**src/rtl/hlsm_host_ctrl_pkg.sv**
```systemverilog
// Shared definitions for the HLSM host controller: FSM state encoding,
// default operand width and the watchdog counter sizing helper.
package hlsm_host_ctrl_pkg;

    localparam int DATA_W_DEF = 32;

    typedef enum logic [1:0] {
        ST_IDLE   = 2'd0,
        ST_LAUNCH = 2'd1,
        ST_WAIT   = 2'd2,
        ST_HOLD   = 2'd3
    } state_e;

    function automatic int wdog_width(input int cycles);
        return $clog2(cycles + 1);
    endfunction

endpackage

```
**src/rtl/hlsm_host_ctrl_wdog.sv**
```systemverilog
// Start-to-Done watchdog: counts cycles since Start and flags expiry once
// TIMEOUT_CYCLES cycles have elapsed; saturates so expiry stays asserted.
module hlsm_wdog
    import hlsm_host_ctrl_pkg::*;
#(
    parameter int TIMEOUT_CYCLES = 64
) (
    input  logic clk_i,
    input  logic rst_i,
    input  logic load_i,
    input  logic tick_i,
    output logic expire_o
);

    localparam int W = wdog_width(TIMEOUT_CYCLES);
    localparam logic [W-1:0] LIMIT = W'(TIMEOUT_CYCLES);

    logic [W-1:0] cnt_q;
    logic [W-1:0] cnt_d;

    // Load counts the Start cycle itself, so expiry lands exactly TIMEOUT_CYCLES after Start
    always_comb begin
        cnt_d = cnt_q;
        if (load_i) begin
            cnt_d = W'(1);
        end else if (tick_i && (cnt_q != LIMIT)) begin
            cnt_d = cnt_q + W'(1);
        end else begin
            cnt_d = cnt_q;
        end
    end

    // Counter register
    always_ff @(posedge clk_i) begin
        if (rst_i) begin
            cnt_q <= '0;
        end else begin
            cnt_q <= cnt_d;
        end
    end

    assign expire_o = (cnt_q == LIMIT);

endmodule

```
**src/rtl/hlsm_host_ctrl.sv**
```systemverilog
// Initiator for the HLSM Start/Done protocol: takes operand triples, launches the
// datapath, waits for Done under a watchdog and returns the results on a valid/ready port.
module hlsm_host_ctrl
    import hlsm_host_ctrl_pkg::*;
#(
    parameter int DATA_W         = DATA_W_DEF,
    parameter int TIMEOUT_CYCLES = 64,
    parameter int CNT_W          = 16
) (
    input  logic                     Clk,
    input  logic                     Rst,
    input  logic                     in_valid,
    output logic                     in_ready,
    input  logic signed [DATA_W-1:0] in_a,
    input  logic signed [DATA_W-1:0] in_b,
    input  logic signed [DATA_W-1:0] in_c,
    output logic                     Start,
    output logic signed [DATA_W-1:0] a,
    output logic signed [DATA_W-1:0] b,
    output logic signed [DATA_W-1:0] c,
    input  logic                     Done,
    input  logic signed [DATA_W-1:0] z,
    input  logic signed [DATA_W-1:0] x,
    output logic                     res_valid,
    input  logic                     res_ready,
    output logic signed [DATA_W-1:0] res_z,
    output logic signed [DATA_W-1:0] res_x,
    output logic                     res_err,
    output logic                     spurious,
    output logic [CNT_W-1:0]         n_done,
    output logic [CNT_W-1:0]         n_tmo
);

    state_e state_q, state_d;

    logic                     start_q, start_d;
    logic                     in_ready_q, in_ready_d;
    logic                     res_valid_q, res_valid_d;
    logic signed [DATA_W-1:0] a_q, a_d, b_q, b_d, c_q, c_d;
    logic signed [DATA_W-1:0] res_z_q, res_z_d, res_x_q, res_x_d;
    logic                     res_err_q, res_err_d;
    logic                     spurious_q, spurious_d;
    logic [CNT_W-1:0]         n_done_q, n_done_d, n_tmo_q, n_tmo_d;

    logic expire_s;
    logic accept_s;
    logic done_ok_s;
    logic tmo_s;

    hlsm_wdog #(
        .TIMEOUT_CYCLES(TIMEOUT_CYCLES)
    ) u_wdog (
        .clk_i    (Clk),
        .rst_i    (Rst),
        .load_i   (state_q == ST_LAUNCH),
        .tick_i   (state_q == ST_WAIT),
        .expire_o (expire_s)
    );

    // Done outranks a simultaneous watchdog expiry
    assign accept_s  = (state_q == ST_IDLE) && in_valid && in_ready_q;
    assign done_ok_s = (state_q == ST_WAIT) && Done;
    assign tmo_s     = (state_q == ST_WAIT) && !Done && expire_s;

    // State register
    always_ff @(posedge Clk) begin
        if (Rst) begin
            state_q <= ST_IDLE;
        end else begin
            state_q <= state_d;
        end
    end

    // Next-state logic
    always_comb begin
        state_d = state_q;
        case (state_q)
            ST_IDLE: begin
                if (accept_s) begin
                    state_d = ST_LAUNCH;
                end else begin
                    state_d = ST_IDLE;
                end
            end
            ST_LAUNCH: state_d = ST_WAIT;
            ST_WAIT: begin
                if (done_ok_s || tmo_s) begin
                    state_d = ST_HOLD;
                end else begin
                    state_d = ST_WAIT;
                end
            end
            ST_HOLD: begin
                if (res_valid_q && res_ready) begin
                    state_d = ST_IDLE;
                end else begin
                    state_d = ST_HOLD;
                end
            end
            default: state_d = ST_IDLE;
        endcase
    end

    // Output/datapath next values; operands and results hold unless updated
    always_comb begin
        start_d     = accept_s;
        in_ready_d  = (state_d == ST_IDLE);
        res_valid_d = (state_d == ST_HOLD);
        a_d         = a_q;
        b_d         = b_q;
        c_d         = c_q;
        res_z_d     = res_z_q;
        res_x_d     = res_x_q;
        res_err_d   = res_err_q;
        n_done_d    = n_done_q;
        n_tmo_d     = n_tmo_q;
        spurious_d  = spurious_q | (Done && (state_q != ST_WAIT));
        if (accept_s) begin
            a_d = in_a;
            b_d = in_b;
            c_d = in_c;
        end else begin
            a_d = a_q;
            b_d = b_q;
            c_d = c_q;
        end
        if (done_ok_s) begin
            res_z_d   = z;
            res_x_d   = x;
            res_err_d = 1'b0;
            n_done_d  = n_done_q + CNT_W'(1);
        end else if (tmo_s) begin
            res_z_d   = '0;
            res_x_d   = '0;
            res_err_d = 1'b1;
            n_tmo_d   = n_tmo_q + CNT_W'(1);
        end else begin
            res_z_d   = res_z_q;
            res_x_d   = res_x_q;
            res_err_d = res_err_q;
        end
    end

    // Output and datapath registers
    always_ff @(posedge Clk) begin
        if (Rst) begin
            start_q     <= 1'b0;
            in_ready_q  <= 1'b0;
            res_valid_q <= 1'b0;
            a_q         <= '0;
            b_q         <= '0;
            c_q         <= '0;
            res_z_q     <= '0;
            res_x_q     <= '0;
            res_err_q   <= 1'b0;
            spurious_q  <= 1'b0;
            n_done_q    <= '0;
            n_tmo_q     <= '0;
        end else begin
            start_q     <= start_d;
            in_ready_q  <= in_ready_d;
            res_valid_q <= res_valid_d;
            a_q         <= a_d;
            b_q         <= b_d;
            c_q         <= c_d;
            res_z_q     <= res_z_d;
            res_x_q     <= res_x_d;
            res_err_q   <= res_err_d;
            spurious_q  <= spurious_d;
            n_done_q    <= n_done_d;
            n_tmo_q     <= n_tmo_d;
        end
    end

    assign in_ready  = in_ready_q;
    assign Start     = start_q;
    assign a         = a_q;
    assign b         = b_q;
    assign c         = c_q;
    assign res_valid = res_valid_q;
    assign res_z     = res_z_q;
    assign res_x     = res_x_q;
    assign res_err   = res_err_q;
    assign spurious  = spurious_q;
    assign n_done    = n_done_q;
    assign n_tmo     = n_tmo_q;

endmodule
```
**config.mk**
```make
export PLATFORM = sky130hd
export DESIGN_NAME = hlsm_host_ctrl
export DESIGN_NICKNAME = d
export VERILOG_FILES = /design/src/rtl/hlsm_host_ctrl_pkg.sv /design/src/rtl/hlsm_host_ctrl_wdog.sv /design/src/rtl/hlsm_host_ctrl.sv
export SDC_FILE = /design/constraint.sdc
export NUM_CORES = 1
export LEC_CHECK = 0
export CORE_ASPECT_RATIO = 0.9
export CORE_UTILIZATION = 35
export DETAILED_ROUTE_END_ITERATION = 12
export GPL_TIMING_DRIVEN = 1
export MAX_ROUTING_LAYER = met4
export PLACE_DENSITY = 0.75
export SETUP_SLACK_MARGIN = 0.02
export SYNTH_ARGS = -nofsm -noshare
export SYNTH_HDL_FRONTEND = slang
export SYNTH_SLANG_ARGS = --single-unit
```
**constraint.sdc**
```tcl
create_clock -name Clk -period 1.9 [get_ports Clk]
set_input_delay 0.38 -clock Clk [delete_from_list [all_inputs] [get_ports Clk]]
set_output_delay 0.38 -clock Clk [all_outputs]
set_load 0.05 [all_outputs]
```
==> flow_metrics.tcl <==
set metrics [dict create \
    violations "negative setup slack" \
    peakVddDrop_v 0.0007150 \
    switching_power_mw 2.911 \
    viasPerCell 4.896 \
    synth-async-reset-ratio_pct 0 \
    cts.path.max_buffers 3 \
    period_share_pct 103.6 \
    area_growth_pct 65.13 \
    synth_edf_count 0 \
    p_int_mw 7.851 \
    rsz0062_at_grt "true" \
    die-area_um2 21230 \
    power.leakage_nw 5.117 \
    filler_cell_count 1811 \
    critPathKind "register to register" \
    synth_compound_area_share_pct 18.04 \
    gr-usage-all-layers_pct 20.94 \
    timing.rr.end "n_tmo[10]$_SDFFE_PP0P_" \
    timing_hold_violations_final 0 \
    crit_path_end_kind "register" \
    syn_inst 800 \
    clock_power_share_pct 40.6 \
    power.density_nw_per_um2 901.8 \
    slowest_delay_ns 0.55 \
    path_clk_slew_ns 0.06 \
    fmax_ghz 0.5082 \
    cts_tree "done" \
    netlist_area_um2 7227 \
    synth.largest_area_cell "dfxtp_1" \
    portBuffers 361 \
    reg2reg_depth 5 \
    numClockSinks 206 \
    crit_cells 5 \
    grt_pass1_vias 6845 \
    avgRoutedWirePerCell_um 15.58 \
    crit_path_cell_trace "or4b_4 > buf_6 > or4_4 > or3_1 > a21oi_1" \
    drc 0 \
    max_slew_margin_pct 65.55 \
    synthFlopType "dfxtp_1" \
    core_area_um2 20110 \
    worstHoldStart "Rst" \
    synth_top_area_share_pct 57.06 \
    initial_utilization_pct 35.94 \
    finClkSkew_ns 0.007278 \
    final_common_cell "nand2_1" \
    cts_buffers 22 \
    drt_iter0_drc 334 \
    p_comb_share_pct 16.8 \
    rows 49 \
    synthDistinctLibCells 39 \
    cts_root_buffer "clkbuf_16" \
    maxCapViolations 0 \
    grt_pass1_wl_mm 35.12 \
    finalCriticalPeriod_ns 1.968 \
    setup_violations 10 \
    final_cell_area_um2 11930 \
    worstPathRequired_ns 2.33 \
    synth-simple-area-share_pct 18.13 \
    swShare_pct 27.05 \
    drive_above_1_share_pct 17.72 \
    hp-class "primary input to register" \
    boundaryPins 362 \
    postCtsHoldBufs 0 \
    path_max_fanout 7 \
    yosys_warnings 0 \
    num-nets-final 1346 \
    synthMuxAreaShare_pct 0.2943 \
    cp_top_family "simple AND/OR/NAND/NOR gates" \
    htree_levels 1 \
    regToRegSetupSlack_ns -0.07 \
    clock_latency_ns 0.50 \
    startpoint "u_wdog.cnt_q[2]$_SDFFE_PP0P_" \
    fin_ws_ns -0.06776 \
    synth_adder_area_share_pct 0.6925 \
    ant_nets 0 \
    setup_tns_ns -0.2419 \
    dp_hpwl_mm 16.23 \
    r2r_start "u_wdog.cnt_q[2]$_SDFFE_PP0P_" \
    pwr-share-seq_pct 42.6 \
    gp_congestion 0.8143 \
    vias 7085 \
    outcome "complete, but fails checks" \
    grt_max_degree 97 \
    ys_ff_latch 206 \
    path_buf_inv 1 \
    synth_top_family_by_area "simple AND/OR/NAND/NOR gates" \
    final_cell_mix "nand2_1 (203), dfxtp_1 (190), clkdlybuf4s50_1 (163), buf_4 (128), a21oi_1 (112)" \
    cp_data_arrival_time_ns 2.39 \
    syn_nets 969 \
    netlist_top_cells_area "dfxtp_1 (57%), nand2_1 (11%), a21oi_1 (8.0%)" \
    slew_viol_final 0 \
    antenna_found_initial 1 \
    crit_path_end "n_tmo[10]$_SDFFE_PP0P_" \
    drt-pass1-iter-count 4 \
    synth_xor_area_share_pct 2.545 \
    die_y_um 138.3 \
    worst_pin_slew_ns 0.5189 \
    gr-total-overflow 0 \
    routed_wl_mm 22.55 \
    postSynthAreaPerCell_um2 9.034 \
    seq_area_frac_synth_pct 57.06 \
    critPathLaunchType "register" \
    die_w_um 153.5 \
    cpMaxStageDelayCell "or4b_4" \
    place_area_um2 11260 \
]
power by group through the flow:
stage	clock, mW	sequential [mW]	combinational, mW
2_1_floorplan	0	5.27	0.413
3_3_place_gp	0	4.68	1.87
3_5_place_dp	0	4.69	1.88
4_1_cts	4.49	4.59	1.81
5_1_grt	4.66	4.61	1.91
6_report	4.37	4.59	1.80
layout make-up:
cell class	instances	area (µm²)	area share (%)
antenna	1	2.502	0.02097
clock buffer	33	694.4	5.819
clock inverter	5	56.30	0.4718
inverter	8	30.03	0.2516
multi-input combinational	532	2977	24.94
sequential	206	4151	34.79
tap	255	319.1	2.674
timing repair buffer	407	3704	31.03
worst reg2reg max path, cell delays in order, from the launching register on:
cell and delay [ns]:
dfxtp_1 0.31, or4b_4 0.55, buf_6 0.14, or4_4 0.45, or3_1 0.33, a21oi_1 0.12
stage by stage:
stage | utilization, % | total power, mW | setup slack, ns | cells | hold slack, ns
after floorplan | - | 5.686 | 0.01796 | 800 | 0.4714
after global placement | 55.99 | 6.548 | -0.3687 | 1407 | 0.4411
after detailed placement | 55.99 | 6.565 | -0.4241 | 1407 | 0.4463
after CTS | 59.17 | 10.90 | -0.07783 | 1446 | 0.2278
after global routing | 59.35 | 11.18 | -0.1368 | 1447 | 0.2442
final | 59.35 | 10.76 | -0.06776 | 1447 | 0.2411
state kept, by name (all words and copies together) (netlist names), 2 cells and up:
signal and count:
a 32, u_wdog.cnt_q 7, n_done 16, state_q 2
res_x 32, res_z 32, b 32, c 32
n_tmo 16
synthesized netlist by cell type, drive strengths merged (5+ instances only):
| cell | n |
|---|---|
| dfxtp | 206 |
| nand2 | 203 |
| a21oi | 115 |
| a22o | 64 |
| clkbuf | 49 |
| nor2 | 33 |
| xor2 | 13 |
| nand3 | 12 |
| o21ai | 11 |
| or3 | 11 |
| inv | 8 |
| xnor2 | 8 |
| nand4 | 7 |
| nor4 | 6 |
| and3 | 5 |
| buf | 5 |
| o211ai | 5 |
worst min path at each step:
stage,end,slack [ns],depth (start not counted)
3_5_place_dp,c[4]$_SDFFE_PP0P_,0.45,2
5_1_grt,state_q[1]$_SDFF_PP0_,0.24,2
2_1_floorplan,u_wdog.cnt_q[6]$_SDFFE_PP0P_,0.47,2
6_report,state_q[1]$_SDFF_PP0_,0.24,2
4_1_cts,state_q[1]$_SDFF_PP0_,0.23,2
3_3_place_gp,b[31]$_SDFFE_PP0P_,0.44,2
kinds of logic (layout without fill, tap and decap cells):
kind of cell | count (synthesis) | after routing
AND/OR/NAND/NOR | 301 | 301
buffers and inverters | 62 | 453
flip-flops | 206 | 206
XOR/XNOR | 21 | 21
multiplexers | 2 | 2
other | 0 | 1
AO/OA/AOI/OAI | 204 | 204
adder cells (fa/ha/maj) | 4 | 4
layer usage:
metal / wire (µm) / up-vias / part of all wire, % / global-route usage (%)
li1: - / 3496 / - / -
met5: 0 / - / 0 / -
met2: 10870 / 272 / 48 / 35.16
met3: 1882 / 43 / 8.3 / 6.364
met4: 716 / 0 / 3.2 / 7.947
met1: 9078 / 3274 / 40 / 23.32
repair_timing:
action | CTS | global route
hold endpoints to repair | 0 | 0
gates resized for setup | 109 | 7
endpoints found under the setup margin | 178 | 77
cloned | 0 | 0
setup buffers | 1 | 0
pin swaps | 5 | 2
Power figures use the tool's default switching activity.
